$ cat config.mk
export PLATFORM = sky130hd
export DESIGN_NAME = hazard_ctrl_flat
export DESIGN_NICKNAME = d
export VERILOG_FILES = /design/src/rtl/hazard_ctrl_if.sv /design/src/rtl/hazard_ctrl.sv /design/src/flat_wrapper.sv
export SDC_FILE = /design/constraint.sdc
export NUM_CORES = 1
export LEC_CHECK = 0
export CAP_MARGIN = 5
export CORE_UTILIZATION = 36
export CTS_CLUSTER_DIAMETER = 120
export DETAILED_ROUTE_END_ITERATION = 8
export PLACE_DENSITY = 0.73
export SLEW_MARGIN = 40
export SYNTH_ARGS = -nofsm -noshare
export SYNTH_HDL_FRONTEND = slang
export SYNTH_SLANG_ARGS = --single-unit
export TNS_END_PERCENT = 100
$ cat constraint.sdc
create_clock -name clk -period 1.6 [get_ports clk]
set_clock_uncertainty 0.15 [all_clocks]
set_input_delay 0.32 -clock clk [delete_from_list [all_inputs] [get_ports clk]]
set_output_delay 0.32 -clock clk [all_outputs]
set_load 0.03 [all_outputs]
$ cat src/rtl/hazard_ctrl_if.sv
// Hazard sequencer bundle: hazard sources from ID/EX/memories in, pipeline-register
// enables, flushes and status out. Pure wiring, no latency, no backpressure of its own.
interface hazard_ctrl_if #(
    parameter int REGW = 3,
    parameter int CNTW = 4
);
    logic [REGW-1:0] id_rs;
    logic [REGW-1:0] id_rt;
    logic            id_read1;
    logic            id_read2;
    logic [REGW-1:0] ex_rd;
    logic            ex_mem_read;
    logic            redirect;
    logic            halt_id;
    logic            imem_stall;
    logic            dmem_stall;

    logic            pc_w_en;
    logic            if_id_w_en;
    logic            id_ex_w_en;
    logic            ex_mem_w_en;
    logic            mem_wb_w_en;
    logic            if_id_flush;
    logic            id_ex_flush;
    logic            halted;
    logic [CNTW-1:0] stall_cnt;
    logic            err;

    modport master (
        output id_rs, id_rt, id_read1, id_read2, ex_rd, ex_mem_read,
               redirect, halt_id, imem_stall, dmem_stall,
        input  pc_w_en, if_id_w_en, id_ex_w_en, ex_mem_w_en, mem_wb_w_en,
               if_id_flush, id_ex_flush, halted, stall_cnt, err
    );

    modport slave (
        input  id_rs, id_rt, id_read1, id_read2, ex_rd, ex_mem_read,
               redirect, halt_id, imem_stall, dmem_stall,
        output pc_w_en, if_id_w_en, id_ex_w_en, ex_mem_w_en, mem_wb_w_en,
               if_id_flush, id_ex_flush, halted, stall_cnt, err
    );
endinterface

$ cat src/rtl/hazard_ctrl.sv
// 5-stage pipeline sequencer: combinational enables/flushes from state+hazards (0 cycles),
// dmem_stall freezes everything; load-use, imem and halt drain stall the front end only.
module hazard_ctrl #(
    parameter int REGW      = 3,
    parameter int MAX_STALL = 15,
    parameter int CNTW      = 4
) (
    input  logic        clk,
    input  logic        rst,
    hazard_ctrl_if.slave bus
);
    typedef enum logic [1:0] {
        RUN     = 2'b00,
        DRAIN   = 2'b01,
        HALTED  = 2'b10,
        ILLEGAL = 2'b11
    } state_t;

    localparam logic [CNTW-1:0] CNT_ONE = {{(CNTW-1){1'b0}}, 1'b1};
    localparam logic [CNTW-1:0] CNT_SAT = {CNTW{1'b1}};
    localparam logic [CNTW-1:0] CNT_LIM = CNTW'(MAX_STALL);

    state_t          state_q, state_d;
    logic [1:0]      drain_q, drain_d;
    logic [CNTW-1:0] stall_q, stall_d;
    logic            err_q, err_d;

    logic [REGW-1:0] rs, rt, rd;
    logic            load_use;
    logic            pc_we, if_id_we, id_ex_we, ex_mem_we, mem_wb_we;
    logic            if_id_fl, id_ex_fl, halted_o;

    assign rs = bus.id_rs;
    assign rt = bus.id_rt;
    assign rd = bus.ex_rd;
    assign load_use = bus.ex_mem_read &
                      ((bus.id_read1 & (rs == rd)) | (bus.id_read2 & (rt == rd)));

    always_ff @(posedge clk or negedge rst) begin
        if (!rst) begin
            state_q <= RUN;
            drain_q <= 2'd0;
            stall_q <= '0;
            err_q   <= 1'b0;
        end else begin
            state_q <= state_d;
            drain_q <= drain_d;
            stall_q <= stall_d;
            err_q   <= err_d;
        end
    end

    always_comb begin
        state_d = state_q;
        drain_d = drain_q;
        case (state_q)
            RUN: begin
                if (!bus.dmem_stall && !bus.redirect && !load_use &&
                    !bus.imem_stall && bus.halt_id) begin
                    state_d = DRAIN;
                    drain_d = 2'd0;
                end
            end
            DRAIN: begin
                if (bus.dmem_stall) begin
                    drain_d = drain_q;
                end else if (bus.redirect) begin
                    // Redirect here comes from a branch older than the HALT: resume.
                    state_d = RUN;
                    drain_d = 2'd0;
                end else begin
                    drain_d = drain_q + 2'd1;
                    if (drain_q == 2'd2) state_d = HALTED;
                end
            end
            HALTED:  state_d = HALTED;
            default: state_d = HALTED;
        endcase
    end

    always_comb begin
        pc_we     = 1'b0;
        if_id_we  = 1'b0;
        id_ex_we  = 1'b0;
        ex_mem_we = 1'b0;
        mem_wb_we = 1'b0;
        if_id_fl  = 1'b0;
        id_ex_fl  = 1'b0;
        halted_o  = 1'b0;
        if (!rst) begin
            if_id_fl = 1'b1;
            id_ex_fl = 1'b1;
        end else begin
            case (state_q)
                RUN: begin
                    if (bus.dmem_stall) begin
                        pc_we = 1'b0;
                    end else if (bus.redirect) begin
                        {pc_we, if_id_we, id_ex_we, ex_mem_we, mem_wb_we} = 5'b11111;
                        {if_id_fl, id_ex_fl} = 2'b11;
                    end else if (load_use) begin
                        {id_ex_we, ex_mem_we, mem_wb_we} = 3'b111;
                        id_ex_fl = 1'b1;
                    end else if (bus.imem_stall || bus.halt_id) begin
                        {if_id_we, id_ex_we, ex_mem_we, mem_wb_we} = 4'b1111;
                        if_id_fl = 1'b1;
                    end else begin
                        {pc_we, if_id_we, id_ex_we, ex_mem_we, mem_wb_we} = 5'b11111;
                    end
                end
                DRAIN: begin
                    if (bus.dmem_stall) begin
                        pc_we = 1'b0;
                    end else if (bus.redirect) begin
                        {pc_we, if_id_we, id_ex_we, ex_mem_we, mem_wb_we} = 5'b11111;
                        {if_id_fl, id_ex_fl} = 2'b11;
                    end else begin
                        {if_id_we, id_ex_we, ex_mem_we, mem_wb_we} = 4'b1111;
                        if_id_fl = 1'b1;
                    end
                end
                HALTED:  halted_o = 1'b1;
                default: halted_o = 1'b0;
            endcase
        end
    end

    always_comb begin
        stall_d = stall_q;
        if (state_q == RUN || state_q == DRAIN) begin
            if (pc_we)                  stall_d = '0;
            else if (stall_q != CNT_SAT) stall_d = stall_q + CNT_ONE;
        end
        err_d = err_q | (state_q == ILLEGAL) | (stall_d >= CNT_LIM);
    end

    assign bus.pc_w_en     = pc_we;
    assign bus.if_id_w_en  = if_id_we;
    assign bus.id_ex_w_en  = id_ex_we;
    assign bus.ex_mem_w_en = ex_mem_we;
    assign bus.mem_wb_w_en = mem_wb_we;
    assign bus.if_id_flush = if_id_fl;
    assign bus.id_ex_flush = id_ex_fl;
    assign bus.halted      = halted_o;
    assign bus.stall_cnt   = stall_q;
    assign bus.err         = err_q;
endmodule

$ cat src/flat_wrapper.sv
// flat-port wrapper written by rule: the top's interface ports become plain ports
module hazard_ctrl_flat 
#(
    parameter int REGW      = 3,
    parameter int MAX_STALL = 15,
    parameter int CNTW      = 4
)
  (clk, rst, bus_id_rs, bus_id_rt, bus_id_read1, bus_id_read2, bus_ex_rd, bus_ex_mem_read, bus_redirect, bus_halt_id, bus_imem_stall, bus_dmem_stall, bus_pc_w_en, bus_if_id_w_en, bus_id_ex_w_en, bus_ex_mem_w_en, bus_mem_wb_w_en, bus_if_id_flush, bus_id_ex_flush, bus_halted, bus_stall_cnt, bus_err);
  hazard_ctrl_if #(.REGW(REGW), .CNTW(CNTW)) bus_i ();
  input  logic clk;
  input  logic rst;
  input wire logic [$bits(bus_i.id_rs)-1:0] bus_id_rs;
  input wire logic [$bits(bus_i.id_rt)-1:0] bus_id_rt;
  input wire logic [$bits(bus_i.id_read1)-1:0] bus_id_read1;
  input wire logic [$bits(bus_i.id_read2)-1:0] bus_id_read2;
  input wire logic [$bits(bus_i.ex_rd)-1:0] bus_ex_rd;
  input wire logic [$bits(bus_i.ex_mem_read)-1:0] bus_ex_mem_read;
  input wire logic [$bits(bus_i.redirect)-1:0] bus_redirect;
  input wire logic [$bits(bus_i.halt_id)-1:0] bus_halt_id;
  input wire logic [$bits(bus_i.imem_stall)-1:0] bus_imem_stall;
  input wire logic [$bits(bus_i.dmem_stall)-1:0] bus_dmem_stall;
  output wire logic [$bits(bus_i.pc_w_en)-1:0] bus_pc_w_en;
  output wire logic [$bits(bus_i.if_id_w_en)-1:0] bus_if_id_w_en;
  output wire logic [$bits(bus_i.id_ex_w_en)-1:0] bus_id_ex_w_en;
  output wire logic [$bits(bus_i.ex_mem_w_en)-1:0] bus_ex_mem_w_en;
  output wire logic [$bits(bus_i.mem_wb_w_en)-1:0] bus_mem_wb_w_en;
  output wire logic [$bits(bus_i.if_id_flush)-1:0] bus_if_id_flush;
  output wire logic [$bits(bus_i.id_ex_flush)-1:0] bus_id_ex_flush;
  output wire logic [$bits(bus_i.halted)-1:0] bus_halted;
  output wire logic [$bits(bus_i.stall_cnt)-1:0] bus_stall_cnt;
  output wire logic [$bits(bus_i.err)-1:0] bus_err;
  assign bus_i.id_rs = bus_id_rs;
  assign bus_i.id_rt = bus_id_rt;
  assign bus_i.id_read1 = bus_id_read1;
  assign bus_i.id_read2 = bus_id_read2;
  assign bus_i.ex_rd = bus_ex_rd;
  assign bus_i.ex_mem_read = bus_ex_mem_read;
  assign bus_i.redirect = bus_redirect;
  assign bus_i.halt_id = bus_halt_id;
  assign bus_i.imem_stall = bus_imem_stall;
  assign bus_i.dmem_stall = bus_dmem_stall;
  assign bus_pc_w_en = bus_i.pc_w_en;
  assign bus_if_id_w_en = bus_i.if_id_w_en;
  assign bus_id_ex_w_en = bus_i.id_ex_w_en;
  assign bus_ex_mem_w_en = bus_i.ex_mem_w_en;
  assign bus_mem_wb_w_en = bus_i.mem_wb_w_en;
  assign bus_if_id_flush = bus_i.if_id_flush;
  assign bus_id_ex_flush = bus_i.id_ex_flush;
  assign bus_halted = bus_i.halted;
  assign bus_stall_cnt = bus_i.stall_cnt;
  assign bus_err = bus_i.err;
  hazard_ctrl #(.REGW(REGW), .MAX_STALL(MAX_STALL), .CNTW(CNTW)) u_core (.clk(clk), .rst(rst), .bus(bus_i));
endmodule
Word level (Yosys, flattened, before mapping)
Cells that the tools add are included.

Register bits after elaboration: 9. Input port bits: 18. Output and inout bits: 13. Logic and storage cells: 79.

$add $sub $neg: 2. Order comparisons: 1. Eq/ne operators: 10. Mux-type cells: 41. Bitwise logic cells: 6. Reduce and logical (&&, ||, !) cells: 15.

Operators by type and width (count): 2-to-1 mux 1 bit (25); 2-to-1 mux 2 bit (7); 2-to-1 mux 4 bit (3); case mux 1 bit (2 select lines) (4); case mux 2 bit (2 select lines) (2); equality test 2 bit, second input constant (3); equality test 3 bit (2); AND reduction 3 bit (2); adder 4 x 1 -> 4 bit, second input constant (1); greater-or-equal comparator 4 bit, second input constant (1); logical AND 1 bit (4); logical NOT 1 bit (4); != test 4 bit, second input constant (1); bitwise AND 1 bit (3); != test 3 x 2 -> 1 bit, second input constant (1); bitwise OR 1 bit (3); adder 2 x 1 -> 2 bit, second input constant (1); equality test 2 x 1 -> 1 bit, second input constant (1); logical NOT 2 bit (1); logical OR 1 bit (2); != test 2 x 1 -> 1 bit, second input constant (1); != test 2 bit, second input constant (1); nonzero test 2 bit (1); OR reduction 2 bit (1).

Depth between registers and ports, before layout
Gate-level depths: netlist of run 1.

Depth in word-level cells: 13. Gate-level depth with buffers: 6. Depth with buffers taken out: 6.

Least setup slack after synthesis of run 1
Ideal clock, no wire load.

Kind: input port to output port. Start: in bus_ex_rd[0]. End: out bus_id_ex_flush. Data arrival time: 1625 ps. Data required time: 1130 ps. Setup slack: -495 ps. Stages on the path: 5. Path buffers: 0. Cell sequence: xnor2_1 -> nand4_1 -> a21boi_2 -> a21oi_1 -> o21ai_0.

Word-level cells in the longest chain between the ends: 9. Elaborated cells on any way between the ends: 11. Classes of those cells: eq/ne: 2; mux: 5; bitwise: 4.

Ends and longest elaborated chain: from (decl) (RTL line flat_wrapper.sv:16) `input wire logic [$bits(bus_i.ex_rd)-1:0] bus_ex_rd;`; equality test 3 bit (RTL line hazard_ctrl.sv:37) `((bus.id_read1 & (rs == rd)) | (bus.id_read2 & (rt == rd)));`; bitwise AND 1 bit (RTL line hazard_ctrl.sv:37); bitwise OR 1 bit (*) (RTL line hazard_ctrl.sv:37); bitwise AND 1 bit (*) (RTL line hazard_ctrl.sv:36) `assign load_use = bus.ex_mem_read &`; 2-to-1 mux 1 bit (*) (RTL line hazard_ctrl.sv:101) `end else if (load_use) begin`; 2-to-1 mux 1 bit (*) (RTL line hazard_ctrl.sv:98) `end else if (bus.redirect) begin`; 2-to-1 mux 1 bit (*) (RTL line hazard_ctrl.sv:96) `if (bus.dmem_stall) begin`; case mux 1 bit (2 select lines) (*) (RTL line hazard_ctrl.sv:94) `case (state_q)`; 2-to-1 mux 1 bit (*) (RTL line hazard_ctrl.sv:90) `if (!rst) begin`; to (decl) (RTL line flat_wrapper.sv:28) `output wire logic [$bits(bus_i.id_ex_flush)-1:0] bus_id_ex_flush;`.

Every way passes the cells marked *; elsewhere a longest branch is shown, timed or not.

Worst setup path in the final report of run 1
Ends and elaborated chain as after synthesis.

==> summary.md, run 1 <==
| Metric | Value |
|---|---|
| Crit path kind | in2out |
| Initial antenna violation count | 0 |
| Final Total Pwr | 1.86 mW |
| Seq/Total Area, Yosys | 0.325 |
| Via Count | 831 |
| Clock tree sinks | 9 |
| DIE WIDTH | 45.8 um |
| Core Area | ~1800 um^2 |
| Ratio of cells with drive above 1 in the final layout | 0.540 |
| Yosys cell types | 32 |
| Req. time, crit path | about 1.1 ns |
| Final Util | 0.774 |
| Syn Nets | 104 |
| Clock-pin slew on the worst setup and hold paths | 0.07 ns |
| Hold_buf cts | 0 |
| Clock Latency Late Sink | roughly 0.26 ns |
| Pin slew with the least headroom to its limit | between 0.3 and 0.4 ns |
| Reg2reg start | u_core.bus.stall_cnt[1]$_DFF_PN0_ |
| Area Overhead vs Synth | 97.3% |
| Die ar. | between 2000 and 2500 um^2 |
| Crit path capture | bus_id_ex_flush |
| Post-synth EDFFs | 0 |
| Outcome | finished, violations left |
| Vias per cell | 5.07 |
| RSZ-0062 raised after global routing | true |
| Crit path max fanout | 4 |
| Final hold vios | 0 |
| # fillers | 122 |
| Clk root buf | clkbuf_4 |
| Flip-flop and latch area | 229 um^2 |
| Worst setup path start | bus_ex_rd[0] |
| Path category of the worst min-delay check | in2async |
| Std-Cell Rows | 15 |
| Max-slew headroom | 0.739 |
| Post-synthesis cell count | 84 |
| Most used routing layer | met2 |
| H-tree levels | 1 |
| Final Max Tran Viols | 0 |
| IO Count | 31 |
| Routed wire length | 2.21 mm |
| GR Layer Usage met1 | 0.251 |
| GP Congestion | 0.818 |
| Num CTS Buffers | 3 |
| Synth Register Bits | 9 |
| First-pass GRT wire length | ~3.2 mm |
| Antenna Nets Post-Route | 0 |
| Syn Area/Cell | 8.24 um^2 |
| Hpwl dp | 1.59 mm |
| Fmax | 536 MHz |
| Worst vdd ir | 1.41 mV |
| Final setup violation count | 8 |
| Hold Slack | 0.0480 ns |
| DR iter-0 viols | 16 |
| WP data arrival | 1.40 ns |
| Initial Utilization | 0.392 |
| Crit path time final | 1.87 ns |
| Post-Syn Area | 692 um^2 |
| Total congestion overflow | 0 |
| Vias in the first global route | 793 |
| Largest net degree at the start of global routing | 12 |
| DR WL/cell | approximately 14 um |
| Routing usage on met3 | 0.0357 |
| Max clock buf depth | 2 |
| Chip height | 45.8 um |
| # nets final | 160 |
| Yosys Warn Count | 0 |
| Flop-to-flop setup slack | 0.01 ns |
| Port bufs | 30 |
| Crit path capture type | output port |
| Leakage power | 0.633 nW |
| CP Launch Type | input port |
| ANT cells | 0 |
| Dpl ws | -0.945 ns |
| Max cap viols | 0 |
| Ys flop type | dfrtp_1 |
| Async S/R FF share, synth | 1.00 |
| PD cells | 1370 nW/um^2 |
| CTS tree | built |
| Worst setup margin | -0.265 ns |
| All-Layer GR Usage | 0.217 |
| Failing checks | setup timing |
| Fin crit share | 1.17 |
| FF-to-FF End | u_core.bus.err$_DFF_PN0_ |
| Worst Reg2Reg Path Length in Cells | 5 |
| Met2 Track Usage GR | 0.397 |
| Initial DRT Pass Iterations | 4 |
| # DRC | 0 |
| Area of the multi-input gates | about 560 um^2 |
-- layer usage --
layer	wire length, um	vias to the layer above
met5	0	-
met3	160	2
met2	1180	34
met4	10	0
li1	-	413
met1	864	382
-- registers in the layout (all words and copies together) (netlist names) --
signal                flops
u_core.bus.stall_cnt      4
u_core.drain_q            2
u_core.bus.err            1
u_core.state_q            2
-- stage by stage --
step / instances / TNS (ns) / area (um^2)
final: 164 / -1.37 / 1370
after global routing: 164 / -1.98 / 1370
after CTS: 163 / -1.42 / 1320
after detailed placement: 152 / -7.64 / 1160
after global placement: 152 / -7.33 / 1160
after floorplan: 84 / -0.405 / 749
-- worst min path at each step --
stage                             startpoint                                 to  cells after the start
floorplan                                rst           u_core.bus.err$_DFF_PN0_                      0
global placement    u_core.bus.err$_DFF_PN0_           u_core.bus.err$_DFF_PN0_                      2
detailed placement  u_core.bus.err$_DFF_PN0_           u_core.bus.err$_DFF_PN0_                      2
CTS                                      rst  u_core.bus.stall_cnt[3]$_DFF_PN0_                      2
global route                             rst  u_core.bus.stall_cnt[2]$_DFF_PN0_                      2
finish                                   rst  u_core.bus.stall_cnt[3]$_DFF_PN0_                      2
-- repair_timing --
item | in CTS | in global routing
setup endpoints to repair | 18 | 12
pin swaps | 13 | 6
setup buffers | 7 | 1
resized for setup | 83 | 10
-- placed cells by master, fill, tap and decap left out, types with 2 or more instances in the layout --
cell type,n
buf_4,21
buf_6,20
dlygate4sd2_1,9
a21oi_1,7
nor2_1,6
dfrtp_1,6
inv_1,5
xnor2_2,5
nand2_1,5
o21ai_0,5
nand4_1,3
clkbuf_4,3
buf_2,3
dfrtp_2,3
xnor2_1,2
a21boi_2,2
nor3_2,2
a21oi_2,2
mux2i_1,2
nor3_1,2
-- worst max-delay path: stages --
cell and delay (ns):
buf_6 0.11, xnor2_2 0.15, nand4_1 0.16, a21boi_2 0.20, buf_6 0.15, a21oi_4 0.06
o21ai_4 0.11, buf_6 0.14
-- cell type report --
| class | count | area share |
|---|---|---|
| multi-input cells | 65 | 0.407 |
| flip-flops and latches | 9 | 0.168 |
| clock inverters | 1 | 0.00367 |
| repair buffers | 55 | 0.364 |
| well taps | 25 | 0.0229 |
| clock buffers | 3 | 0.0165 |
| inverters | 6 | 0.0183 |
-- kinds of logic after synthesis --
kind of cell,Yosys count,synth area share
adders and majority gates,2,0.0362
muxes,2,0.0289
AOI/OAI and AO/OA,26,0.251
and+or+nand+nor,28,0.203
xor gates and xnor gates,7,0.0886
DFF,9,0.326
buffers and inverters,10,0.0669
-- cell usage after synthesis (2+ instances only) --
| cell type | number | area [um^2] |
|---|---|---|
| a21oi_1 | 9 | 45.0 |
| buf_4 | 2 | 15.0 |
| dfrtp_1 | 9 | 225 |
| ha_1 | 2 | 25.0 |
| inv_1 | 6 | 22.5 |
| mux2i_1 | 2 | 20.0 |
| nand2_1 | 6 | 22.5 |
| nand4_1 | 3 | 18.8 |
| nor2_1 | 7 | 26.3 |
| nor3_1 | 4 | 20.0 |
| o21ai_0 | 7 | 35.0 |
| xnor2_1 | 7 | 61.3 |
-- report_power, final --
group          total, mW  internal, mW  switching (mW)
clock network      0.177        0.0921          0.0846
registers          0.430         0.325           0.105
logic               1.26         0.606           0.652
Power figures use the tool's default switching activity.
==> run 2: changes to the inputs <==
--- a/config.mk
+++ b/config.mk
@@ -6,6 +6,7 @@
 export NUM_CORES = 1
 export LEC_CHECK = 0
 export CAP_MARGIN = 5
+export CORE_MARGIN = 8
 export CORE_UTILIZATION = 36
 export CTS_CLUSTER_DIAMETER = 120
 export DETAILED_ROUTE_END_ITERATION = 8
==> run 2 against run 1 <==
Effect of this change:
- the flow still finishes with violations (setup timing)
- sequential share of layout area is 1.5 points lower
- clock power barely moved
- die area up 70%
- cell area is 9.5% higher
- cell count is 5.5% higher
- global-route usage down 5.1 points
- setup slack worse by 0.018 ns
- via count up 8.9%
- critical endpoint unchanged
- largest power group unchanged
==> summary.md, run 2 (same netlist as run 1, synthesis figures left out) <==
| Metric | Value |
|---|---|
| Req. time, crit path | 1.13 ns |
| Clk root buf | clkbuf_4 |
| Max-slew headroom | 0.796 |
| Worst setup margin | -0.283 ns |
| WP data arrival | 1.41 ns |
| Clock power share | 0.086 |
| Clock Latency Late Sink | between 0.2 and 0.3 ns |
| DR iter-0 viols | 17 |
| Initial antenna violation count | 0 |
| Max cap viols | 0 |
| Max reg flops | 4 |
| Worst vdd ir | between 1 and 1.5 mV |
| Die ar. | about 3600 um^2 |
| # fillers | 121 |
| Failing checks | setup timing |
| Initial DRT Pass Iterations | 4 |
| H-tree levels | 1 |
| Commonest cells after routing, fill and taps aside | 27 x buf_4, 19 x buf_6, 9 x dlygate4sd2_1, 7 x a21oi_1 |
| Crit path kind | in2out |
| Reg2reg start | u_core.bus.stall_cnt[1]$_DFF_PN0_ |
| Vias per cell | 5.23 |
| Worst Reg2Reg Path Length in Cells | 6 |
| Internal power | 1.10 mW |
| GP Congestion | 0.785 |
| CTS tree | built |
| Hold_buf cts | 0 |
| DR WL/cell | 17.9 um |
| Crit path max fanout | 4 |
| Std-Cell Rows | 16 |
| Vias in the first global route | 954 |
| Core Area | roughly 1900 um^2 |
| Final setup violation count | 9 |
| Sequential share of power | 0.217 |
| Ratio of cells with drive above 1 in the final layout | 0.582 |
| Net Sw Power | 951 uW |
| First-pass GRT wire length | 4.52 mm |
| Area Overhead vs Synth | 116% |
| Clock tree sinks | 9 |
| Switching fraction of total power | 0.463 |
| ANT cells | 0 |
| All-Layer GR Usage | 0.165 |
| Fmax | 531 MHz |
| FF-to-FF End | u_core.bus.err$_DFF_PN0_ |
| Largest net degree at the start of global routing | 12 |
| Flop-to-flop setup slack | -0.14 ns |
| Crit path capture type | output port |
| Clock-pin slew on the worst setup and hold paths | 0.06 ns |
| # nets final | 167 |
| Crit path capture | bus_id_ex_flush |
| Final Total Pwr | slightly above 2 mW |
| Crit path time final | 1.88 ns |
| Logic pwr share | 0.697 |
| Final hold vios | 0 |
| Fin Setup TNS | -1.50 ns |
| CP Launch Type | input port |
| Dpl ws | -0.970 ns |
| Most common cell after layout, fill and taps aside | buf_4 |
| Num CTS Buffers | 3 |
| DIE WIDTH | 59.8 um |
| Initial Utilization | 0.368 |
| Fin crit share | 1.18 |
| IO Count | 31 |
| Chip height | 59.8 um |
| Routed wire length | 3.10 mm |
| Path category of the worst min-delay check | in2async |
| Pin slew with the least headroom to its limit | 0.303 ns |
| Hpwl dp | approximately 1.8 mm |
| Leakage power | 0.695 nW |
| PD cells | ~1400 nW/um^2 |
| RSZ-0062 raised after global routing | true |
| Port bufs | 30 |
| Outcome | finished, violations left |
| Via Count | between 900 and 1000 |
| # DRC | 0 |
| Antenna Nets Post-Route | 0 |
| Final Max Tran Viols | 0 |
| Total congestion overflow | 0 |
| Max clock buf depth | 2 |
| Worst setup path start | bus_ex_rd[1] |
[run 2: stage by stage]
| stage | hold slack [ns] | cell area [um^2] | utilization | std cells |
|---|---|---|---|---|
| after global placement | 0.305 | 1170 | 0.623 | 155 |
| final | 0.0505 | 1500 | 0.795 | 173 |
| after floorplan | -0.126 | 749 | - | 84 |
| after CTS | 0.0251 | 1350 | 0.719 | 167 |
| after global routing | 0.0714 | 1500 | 0.795 | 173 |
| after detailed placement | 0.317 | 1170 | 0.623 | 155 |
[run 2: final cells by class]
cell class,instances,area (um^2),area share
Tap cell,27,33.8,0.0226
Multi-Input combinational cell,65,613,0.410
Timing Repair Buffer,62,563,0.377
Inverter,6,30.0,0.0201
Sequential cell,9,229,0.153
Clock buffer,4,26.3,0.0176
[run 2: how the worst min path moves through the flow]
stage | endpoint | slack (ns) | depth (start not counted)
detailed placement | u_core.bus.err$_DFF_PN0_ | 0.32 | 2
CTS | u_core.state_q[0]$_DFFE_PN0P_ | 0.03 | 2
finish | u_core.bus.err$_DFF_PN0_ | 0.05 | 2
global route | u_core.bus.err$_DFF_PN0_ | 0.07 | 2
global placement | u_core.bus.err$_DFF_PN0_ | 0.31 | 2
floorplan | u_core.bus.err$_DFF_PN0_ | -0.13 | 0
[run 2: routing by layer]
metal,up-vias,GRT usage,routed length (um)
li1,424,-,-
met1,427,0.168,1150
met2,44,0.323,1650
met3,10,0.0344,222
met4,0,0.0476,79
met5,-,0,0
[run 2: timing repair]
action                                  in CTS  in global routing
endpoints found under the setup margin      18                 13
setup buffers                                8                  7
resized for setup                           84                 23
pin swaps                                   14                 10
[run 2: critical path: stages]
cell and delay (ns):
buf_8 0.10, xnor2_2 0.15, nand4_1 0.16, a21boi_2 0.21, buf_6 0.14, a21oi_4 0.05, o21ai_4 0.14, buf_6 0.14
[run 2: power groups by stage]
stage / clock (mW) / combinational [mW] / sequential [mW]
6_report: 0.177 / 1.43 / 0.445
2_1_floorplan: 0 / 0.532 / 0.514
3_3_place_gp: 0 / 1.03 / 0.413
4_1_cts: 0.189 / 1.16 / 0.430
5_1_grt: 0.197 / 1.52 / 0.457
3_5_place_dp: 0 / 1.06 / 0.417
==> run 3: changes to the inputs <==
--- a/config.mk
+++ b/config.mk
@@ -6,13 +6,15 @@
 export NUM_CORES = 1
 export LEC_CHECK = 0
 export CAP_MARGIN = 5
+export CELL_PAD_IN_SITES_DETAIL_PLACEMENT = 1
+export CELL_PAD_IN_SITES_GLOBAL_PLACEMENT = 1
+export CORE_ASPECT_RATIO = 1.75
 export CORE_MARGIN = 8
-export CORE_UTILIZATION = 36
+export CORE_UTILIZATION = 26
 export CTS_CLUSTER_DIAMETER = 120
 export DETAILED_ROUTE_END_ITERATION = 8
-export PLACE_DENSITY = 0.73
+export PLACE_DENSITY_LB_ADDON = 0.1
 export SLEW_MARGIN = 40
 export SYNTH_ARGS = -nofsm -noshare
 export SYNTH_HDL_FRONTEND = slang
 export SYNTH_SLANG_ARGS = --single-unit
-export TNS_END_PERCENT = 100
==> run 3 against run 2 <==
Effect of this change:
- the flow still finishes with violations (setup timing)
- wire length grew 11%
- power up 7.2%
- clock power is 49% higher
- critical path depth unchanged
- utilization down 18 points
- first-iteration DRC count decreased by 53%
- combinational power rose by 6%
- critical endpoint unchanged
- largest cell class unchanged
- hold slack improved by 0.017 ns
- count of clock-buffer cells in the layout stayed put
==> summary.md, run 3 (same netlist as run 1, synthesis figures left out) <==
| Metric | Value |
|---|---|
| Hpwl dp | 2.14 mm |
| CTS tree | built |
| WP data arrival | 1.51 ns |
| Max cap viols | 0 |
| Most common cell after layout, fill and taps aside | buf_4 |
| PD cells | ~1400 nW/um^2 |
| Area Overhead vs Synth | 135% |
| Vias in the first global route | 1040 |
| Inst Count DP | 156 |
| Antenna Nets Post-Route | 0 |
| Vias per cell | 5.07 |
| H-tree levels | 1 |
| Largest net degree at the start of global routing | 11 |
| Flop-to-flop setup slack | -0.07 ns |
| Clock tree sinks | 9 |
| DIE WIDTH | approximately 55 um |
| Most used cell, CP | buf_6 |
| IO Count | 31 |
| Num CTS Buffers | 3 |
| Worst setup path start | bus_ex_rd[0] |
| Reg2reg start | u_core.bus.stall_cnt[0]$_DFF_PN0_ |
| Hold Slack | 0.0675 ns |
| Area of the multi-input gates | around 660 um^2 |
| Ratio of cells with drive above 1 in the final layout | 0.632 |
| Crit path time final | 1.98 ns |
| Initial DRT Pass Iterations | 2 |
| CP max-delay cell | a21boi_4 |
| Clock Latency Late Sink | 0.23 ns |
| DR WL/cell | 19.2 um |
| Crit-path cells | buf_8 > xnor2_2 > nand4_1 > a21boi_4 > buf_6 > a21oi_4 > o21ai_4 > buf_6 |
| Worst setup margin | -0.381 ns |
| Largest stage delay on the critical path | 0.25 ns |
| DR iter-0 viols | 8 |
| All-Layer GR Usage | 0.136 |
| Outcome | finished, violations left |
| # nets final | 173 |
| FF-to-FF End | u_core.bus.err$_DFF_PN0_ |
| Initial antenna violation count | 0 |
| GP Congestion | ~0.8 |
| Path category of the worst min-delay check | in2async |
| Max reg flops | 4 |
| Commonest cells after routing, fill and taps aside | 30 x buf_4, 25 x buf_6, 9 x dlygate4sd2_1, 6 x a21oi_1, 6 x dfrtp_1 |
| Worst Reg2Reg Path Length in Cells | 7 |
| Final Max Tran Viols | 0 |
| Pin slew with the least headroom to its limit | 0.367 ns |
| Clk root buf | clkbuf_8 |
| Leakage power | 0.742 nW |
| Failing checks | setup timing |
| Port bufs | 30 |
| Worst vdd ir | 1.05 mV |
| # DRC | 0 |
| First-pass GRT wire length | 4.87 mm |
| Crit path max fanout | 4 |
| Final setup violation count | 11 |
| Core Area | 2630 um^2 |
| Fmax | 505 MHz |
| Max-slew headroom | 0.748 |
| Via Count | roughly 910 |
| Std-Cell Rows | 25 |
| Final hold vios | 0 |
| Crit path capture type | output port |
| Flip-flop and latch area | 229 um^2 |
| Crit path capture | bus_id_ex_flush |
| ANT cells | 0 |
| Max clock buf depth | 2 |
| RSZ-0062 raised after global routing | true |
| Total congestion overflow | 0 |
| Chip height | roughly 84 um |
| Die ar. | between 4000 and 5000 um^2 |
| Layout Cells excl Fill | 179 |
| Req. time, crit path | approximately 1.1 ns |
| Crit path kind | in2out |
| # fillers | 290 |
| Fin crit share | 1.24 |
| CP Launch Type | input port |
| Routed wire length | approximately 3.4 mm |
| Initial Utilization | 0.263 |
| Clock-pin slew on the worst setup and hold paths | approximately 0.040 ns |
run 3: metrics by stage:
stage | power (mW) | util | area (um^2) | setup WS [ns] | TNS [ns]
6_report | 2.20 | 0.618 | 1620 | -0.381 | -2.21
5_1_grt | 2.33 | 0.618 | 1620 | -0.426 | -2.74
4_1_cts | 2.03 | 0.564 | 1480 | -0.316 | -1.48
3_5_place_dp | 1.54 | 0.449 | 1180 | -0.988 | -8.15
3_3_place_gp | 1.52 | 0.449 | 1180 | -0.948 | -7.65
2_1_floorplan | 1.05 | - | 749 | -0.109 | -0.405
run 3: how the worst min path moves through the flow:
stage / from / end / slack [ns]
global route: rst / u_core.bus.stall_cnt[3]$_DFF_PN0_ / 0.09
detailed placement: u_core.bus.err$_DFF_PN0_ / u_core.bus.err$_DFF_PN0_ / 0.31
floorplan: rst / u_core.bus.err$_DFF_PN0_ / -0.13
finish: rst / u_core.bus.stall_cnt[1]$_DFF_PN0_ / 0.07
global placement: u_core.bus.err$_DFF_PN0_ / u_core.bus.err$_DFF_PN0_ / 0.32
CTS: rst / u_core.bus.stall_cnt[3]$_DFF_PN0_ / 0.07
run 3: metal layers:
| layer | vias to the layer above | global-route usage | share of wire |
|---|---|---|---|
| met5 | - | 0 | 0 |
| met4 | 0 | 0.0484 | 0.028 |
| met3 | 10 | 0.0177 | 0.038 |
| met2 | 28 | 0.254 | 0.57 |
| met1 | 435 | 0.141 | 0.36 |
| li1 | 435 | - | - |
run 3: power breakdown:
group / leakage (nW) / switching [mW] / internal (mW) / total, mW
clock network: 0.0228 / 0.0905 / 0.174 / 0.264
logic: 0.619 / 0.788 / 0.722 / 1.51
registers: 0.101 / 0.0993 / 0.327 / 0.426
run 3: what timing repair did:
action	4_1_cts	5_1_grt
pin swaps	20	14
resized for setup	97	24
cloned	0	0
endpoints found under the setup margin	19	15
hold buffers	0	0
buffers inserted	24	5
run 3: area by class of cell:
class / instances / area share
Clock buffer: 4 / 0.0277
Inverter: 6 / 0.0169
Multi-Input combinational cell: 65 / 0.404
Sequential cell: 9 / 0.141
Tap cell: 27 / 0.0208
Timing Repair Buffer: 68 / 0.390
run 3: worst max-delay path: cells and delay by family:
family / cells / cell delay [ns]
xor+xnor: 1 / 0.15
buf+inv: 3 / 0.40
simple gates: 1 / 0.20
compound gates: 3 / 0.45
